==> config.mk <==
export PLATFORM = sky130hd
export DESIGN_NAME = tdm_demux1x4_flat
export DESIGN_NICKNAME = d
export VERILOG_FILES = /design/src/rtl/tdm_demux1x4_if.sv /design/src/rtl/tdm_demux1x4.sv /design/src/flat_wrapper.sv
export SDC_FILE = /design/constraint.sdc
export NUM_CORES = 1
export LEC_CHECK = 0
export BUFFER_PORTS_ARGS = -buffer_cell sky130_fd_sc_hd__buf_2
export CAP_MARGIN = 20
export CORE_UTILIZATION = 53
export CTS_BUF_LIST = sky130_fd_sc_hd__clkbuf_16
export DETAILED_ROUTE_END_ITERATION = 16
export MAX_ROUTING_LAYER = met4
export PLACE_DENSITY = 0.77
export SYNTH_ARGS = -nofsm -noshare
export SYNTH_HDL_FRONTEND = slang
export SYNTH_SLANG_ARGS = --single-unit
==> constraint.sdc <==
create_clock -name clk -period 2.3 [get_ports clk]
set_input_delay 0.23 -clock clk [delete_from_list [all_inputs] [get_ports clk]]
set_output_delay 0.23 -clock clk [all_outputs]
set_load 0.01 [all_outputs]
==> src/rtl/tdm_demux1x4_if.sv <==
// rtl/tdm_demux1x4_if.sv - serial TDM stream in, rebuilt four-channel frame out
interface tdm_demux1x4_if #(
  parameter int WIDTH = 8
);
  logic [WIDTH-1:0] din;
  logic             din_valid;
  logic             sof;
  logic [WIDTH-1:0] a;
  logic [WIDTH-1:0] b;
  logic [WIDTH-1:0] c;
  logic [WIDTH-1:0] d;
  logic [1:0]       slot;
  logic             frame_valid;
  logic             locked;
  logic             sync_err;

  modport master (
    output din, din_valid, sof,
    input  a, b, c, d, slot, frame_valid, locked, sync_err
  );

  modport slave (
    input  din, din_valid, sof,
    output a, b, c, d, slot, frame_valid, locked, sync_err
  );
endinterface

==> src/rtl/tdm_demux1x4.sv <==
// rtl/tdm_demux1x4.sv - 1:4 TDM demux with sof-based frame alignment
module tdm_demux1x4 #(
  parameter int WIDTH = 8
) (
  input  logic          clk,
  input  logic          rst_n,
  tdm_demux1x4_if.slave bus
);
  typedef enum logic {UNLOCKED, LOCKED} state_t;

  state_t           state;
  logic [1:0]       slot_q;
  logic [WIDTH-1:0] stage0, stage1, stage2;
  logic [WIDTH-1:0] a_q, b_q, c_q, d_q;
  logic             frame_valid_q, sync_err_q;

  always_ff @(posedge clk or negedge rst_n) begin
    if (!rst_n) begin
      state         <= UNLOCKED;
      slot_q        <= 2'd0;
      stage0        <= '0;
      stage1        <= '0;
      stage2        <= '0;
      a_q           <= '0;
      b_q           <= '0;
      c_q           <= '0;
      d_q           <= '0;
      frame_valid_q <= 1'b0;
      sync_err_q    <= 1'b0;
    end else begin
      frame_valid_q <= 1'b0;
      sync_err_q    <= 1'b0;
      if (bus.din_valid) begin
        case (state)
          UNLOCKED: begin
            if (bus.sof) begin
              stage0 <= bus.din;
              slot_q <= 2'd1;
              state  <= LOCKED;
            end
          end
          LOCKED: begin
            if (slot_q == 2'd0) begin
              if (bus.sof) begin
                stage0 <= bus.din;
                slot_q <= 2'd1;
              end else begin
                sync_err_q <= 1'b1;
                state      <= UNLOCKED;
                slot_q     <= 2'd0;
              end
            end else if (bus.sof) begin
              // Early sof restarts the frame; the partial one is abandoned.
              sync_err_q <= 1'b1;
              stage0     <= bus.din;
              slot_q     <= 2'd1;
            end else if (slot_q == 2'd3) begin
              a_q           <= stage0;
              b_q           <= stage1;
              c_q           <= stage2;
              d_q           <= bus.din;
              frame_valid_q <= 1'b1;
              slot_q        <= 2'd0;
            end else begin
              if (slot_q == 2'd1) stage1 <= bus.din;
              else                stage2 <= bus.din;
              slot_q <= slot_q + 2'd1;
            end
          end
          default: state <= UNLOCKED;
        endcase
      end
    end
  end

  assign bus.a           = a_q;
  assign bus.b           = b_q;
  assign bus.c           = c_q;
  assign bus.d           = d_q;
  assign bus.slot        = slot_q;
  assign bus.frame_valid = frame_valid_q;
  assign bus.sync_err    = sync_err_q;
  assign bus.locked      = (state == LOCKED);
endmodule

==> src/flat_wrapper.sv <==
// flat-port wrapper written by rule: the top's interface ports become plain ports
module tdm_demux1x4_flat 
#(
  parameter int WIDTH = 8
)
  (clk, rst_n, bus_din, bus_din_valid, bus_sof, bus_a, bus_b, bus_c, bus_d, bus_slot, bus_frame_valid, bus_locked, bus_sync_err);
  tdm_demux1x4_if #(.WIDTH(WIDTH)) bus_i ();
  input  logic clk;
  input  logic rst_n;
  input wire logic [$bits(bus_i.din)-1:0] bus_din;
  input wire logic [$bits(bus_i.din_valid)-1:0] bus_din_valid;
  input wire logic [$bits(bus_i.sof)-1:0] bus_sof;
  output wire logic [$bits(bus_i.a)-1:0] bus_a;
  output wire logic [$bits(bus_i.b)-1:0] bus_b;
  output wire logic [$bits(bus_i.c)-1:0] bus_c;
  output wire logic [$bits(bus_i.d)-1:0] bus_d;
  output wire logic [$bits(bus_i.slot)-1:0] bus_slot;
  output wire logic [$bits(bus_i.frame_valid)-1:0] bus_frame_valid;
  output wire logic [$bits(bus_i.locked)-1:0] bus_locked;
  output wire logic [$bits(bus_i.sync_err)-1:0] bus_sync_err;
  assign bus_i.din = bus_din;
  assign bus_i.din_valid = bus_din_valid;
  assign bus_i.sof = bus_sof;
  assign bus_a = bus_i.a;
  assign bus_b = bus_i.b;
  assign bus_c = bus_i.c;
  assign bus_d = bus_i.d;
  assign bus_slot = bus_i.slot;
  assign bus_frame_valid = bus_i.frame_valid;
  assign bus_locked = bus_i.locked;
  assign bus_sync_err = bus_i.sync_err;
  tdm_demux1x4 #(.WIDTH(WIDTH)) u_core (.clk(clk), .rst_n(rst_n), .bus(bus_i));
endmodule
==> metrics.md <==
| Metric | Value |
|---|---|
| Worst VDD drop | `0.6208 mV` |
| Share of cells above drive strength 1 | `58.49%` |
| Post-Layout Inst Area | `2992 µm²` |
| Fin crit share | `85.83%` |
| Layout area overhead | `24.73%` |
| RSZ-0062 raised after global routing | `false` |
| Mapped Cells | `149` |
| 1st-pass router iterations | `4` |
| Clk slew on worst S/H paths | `0.05 ns` |
| CTS tree | `built` |
| H-tree levels | `3` |
| Cell family with most CP delay | `flip-flops` |
| Leakage Power | `0.001551 µW` |
| Hold Crit Class | `input port to flop` |
| CP endpoint kind | `flop` |
| Synth top area cells | `dfrtp_1 64%, mux2_2 26%, ha_1 2.6%` |
| WL final | `4334 µm` |
| Area fraction of the dominant cell type after synthesis | `between 60% and 70%` |
| Post-synth EDFFs | `0` |
| Synth Area per Inst | `16.10 µm²` |
| Nets | `226` |
| Power density over the cells | `~1300 nW/µm²` |
| RePlAce Congestion | `0.7449` |
| Vias | `~1400` |
| Slowest CP cell | `dfrtp_1` |
| WP data arrival | `2.17 ns` |
| Initial Util | `about 55%` |
| Die width | `69.27 µm` |
| Power share of the sequential group | `roughly 43%` |
| Endpoints failing setup | `0` |
| Worst path cell trace | `inv_1 -> ha_1 -> inv_1 -> ha_1 -> nand2_1 -> nor4_4 -> buf_4 -> mux2_2` |
| Initial antenna violation count | `0` |
| N_diodes | `0` |
| Placed Area | `2710 µm²` |
| Gr ovfl total | `0` |
| Clock Power Share | `30.9%` |
| Seq/Total Area, Yosys | `63.64%` |
| # port buffers | `48` |
| Max FO, Critical Path | `6` |
| #FFs+latches synth | `61` |
| Min Tclk post-route | `1.974 ns` |
| Synth Flop Type | `dfrtp_1` |
| Max Cap Viol | `0` |
| P_int | `2835 µW` |
| Sw Ratio | `27.82%` |
| Setup TNS | `0 ns` |
| Final Hold Viols | `0` |
| CP Buf/Inv Count | `3` |
| Max-slew headroom | `between 50% and 60%` |
| First-pass GRT wire length | `7465 µm` |
| CP startpoint kind | `flop` |
| Vias/cell | `approximately 5.3` |
| Status | `finished, final reports clean` |
| Die Ht | `69.27 µm` |
| Sinks on the clock net | `61` |
| Psw | `around 1100 µW` |
| # fillers | `300` |
| Yosys warning count | `0` |
| Area leader, netlist | `dfrtp_1` |
| Fmax | `approximately 510 MHz` |
| Total power draw | `3928 µW` |
| Setup Buffers After CTS | `0` |
| Synth cell types | `20` |
| Comb power frac | `25.9%` |
| # DRC | `0` |
| CTS max path bufs | `2` |
| Max-slew violations | `0` |
| Netlist Area Pre-Place | `2399 µm²` |
| WL per Instance | `16.42 µm` |
| Max incr delay on CP | `around 0.42 ns` |
| Die Area | `roughly 4800 µm²` |
| Worst Path Required | `2.50 ns` |
| Hpwl dp | `3003 µm` |
| Via count of the first global-routing pass | `1540` |
| Top Ports | `49` |
| Clk root buf | `clkbuf_16` |
| Core box area | `4354 µm²` |
| Setup clock skew after layout | `0.004984 ns` |
| Ys async rst share | `100.0%` |
| Synth Net Count | `approximately 170` |
| Worst Max-Slew Pin Slew | `0.7345 ns` |
| DR iter-0 viols | `74` |
| Standard-cell row count | `24` |
| Number of CTS-inserted buffers | `9` |
| Post-route ant nets | `0` |
| WS Path Type | `flop to flop` |
| Overall routing resource usage | `between 20% and 30%` |
| Worst skew pair latency | `0.32 ns` |
| Largest net degree at the start of global routing | `36` |
-- routing by layer --
metal / part of all wire [%] / global-route usage [%] / vias up
met4: 2.1 / 10.20 / 0
li1: - / - / 648
met2: 49 / 32.58 / 43
met3: 4.1 / 7.413 / 8
met5: 0 / - / -
met1: 45 / 25.60 / 703
-- cell type report --
cell class,instances,area [µm²],area share (%)
clock inverters,5,46.29,1.547
inverters,5,18.77,0.6274
repair buffers,54,287.8,9.619
flip-flops and latches,61,1526,51.02
well taps,52,65.06,2.175
multi-input cells,78,822.0,27.48
clock buffers,9,225.2,7.528
-- placed cells by master (no fill, tap or decap) --
cell type and instances:
mux2_2 56, dlygate4sd3_1 1, nand4_1 1, buf_2 48, buf_4 5, nand2_1 4, and3_1 1, nor3b_4 1
inv_2 1, a31oi_1 1, clkinv_1 1, nand2b_1 1, o21ai_0 1, dfrtp_1 61, nor3_1 1, nor4_4 1
inv_1 6, a22o_1 2, bufinv_16 1, o22ai_1 1, nand3_2 1, ha_1 5, clkinv_2 1, clkbuf_16 9
a21oi_1 1
-- through the flow --
stage / std cells / worst slack (ns) / hold slack, ns / utilization [%]
2_1_floorplan: 149 / 0.4663 / -0.06559 / -
3_3_place_gp: 249 / 0.4405 / 0.3096 / 62.24
3_5_place_dp: 249 / 0.3558 / 0.3375 / 62.24
4_1_cts: 264 / 0.3252 / 0.1690 / 68.71
5_1_grt: 264 / 0.1906 / 0.1830 / 68.71
6_report: 264 / 0.3259 / 0.1805 / 68.71
-- synth_stat cells (2+ instances only) --
cell,count
mux2_2,56
inv_1,4
nand2_1,4
dfrtp_1,61
ha_1,5
buf_2,4
a22o_1,2
-- flip-flops by register name, summed over array words and instances (netlist names) --
register,count
u_core.bus.slot,2
u_core.stage2,8
u_core.bus.sync_err,1
u_core.stage1,8
u_core.bus.locked,1
u_core.bus.c,8
u_core.bus.a,8
u_core.stage0,8
u_core.bus.frame_valid,1
u_core.bus.d,8
u_core.bus.b,8
-- cell families after synthesis --
family,after synthesis,share of synthesized area (%)
AOI/OAI and AO/OA,6,1.669
and+or+nand+nor,11,3.704
muxes,56,26.29
DFF,61,63.64
buffers and inverters,10,2.086
adders and majority gates,5,2.608
-- path summary, 6_finish.rpt --
| kind | slack (ns) | startpoint | cells past startpoint | endpoint |
|---|---|---|---|---|
| min | 0.18 | bus_sof | 2 | u_core.bus.frame_valid |
| min in group asynchronous | 0.51 | rst_n | 2 | u_core.bus.a[3] |
| max reg2reg | 0.33 | u_core.bus.slot[0] | 8 | u_core.stage2[7] |
| min reg2reg | 0.49 | u_core.bus.d[5] | 1 | u_core.bus.d[5] |
| max in group asynchronous | 1.10 | rst_n | 3 | u_core.bus.slot[1] |
| max | 0.33 | u_core.bus.slot[0] | 8 | u_core.stage2[7] |
-- power by group through the flow --
stage	Sequential (µW)	Combinational, µW	Clock [µW]
2_1_floorplan	1770	552	0
3_3_place_gp	1680	973	0
3_5_place_dp	1710	1020	0
4_1_cts	1700	1040	1240
5_1_grt	1750	1110	1300
6_report	1690	1020	1220
-- repair_timing --
action	CTS	global route
resized for setup	0	0
hold endpoints to repair	19	0
hold buffers	1	0
-- worst register-to-register path, cell delays in order, from the launching register on --
cell and delay [ns]:
dfrtp_1 0.42, inv_1 0.07, ha_1 0.24, inv_1 0.07, ha_1 0.15, nand2_1 0.08, nor4_4 0.26, buf_4 0.21
mux2_2 0.34
No activity file was read; power rests on OpenSTA's default activity.
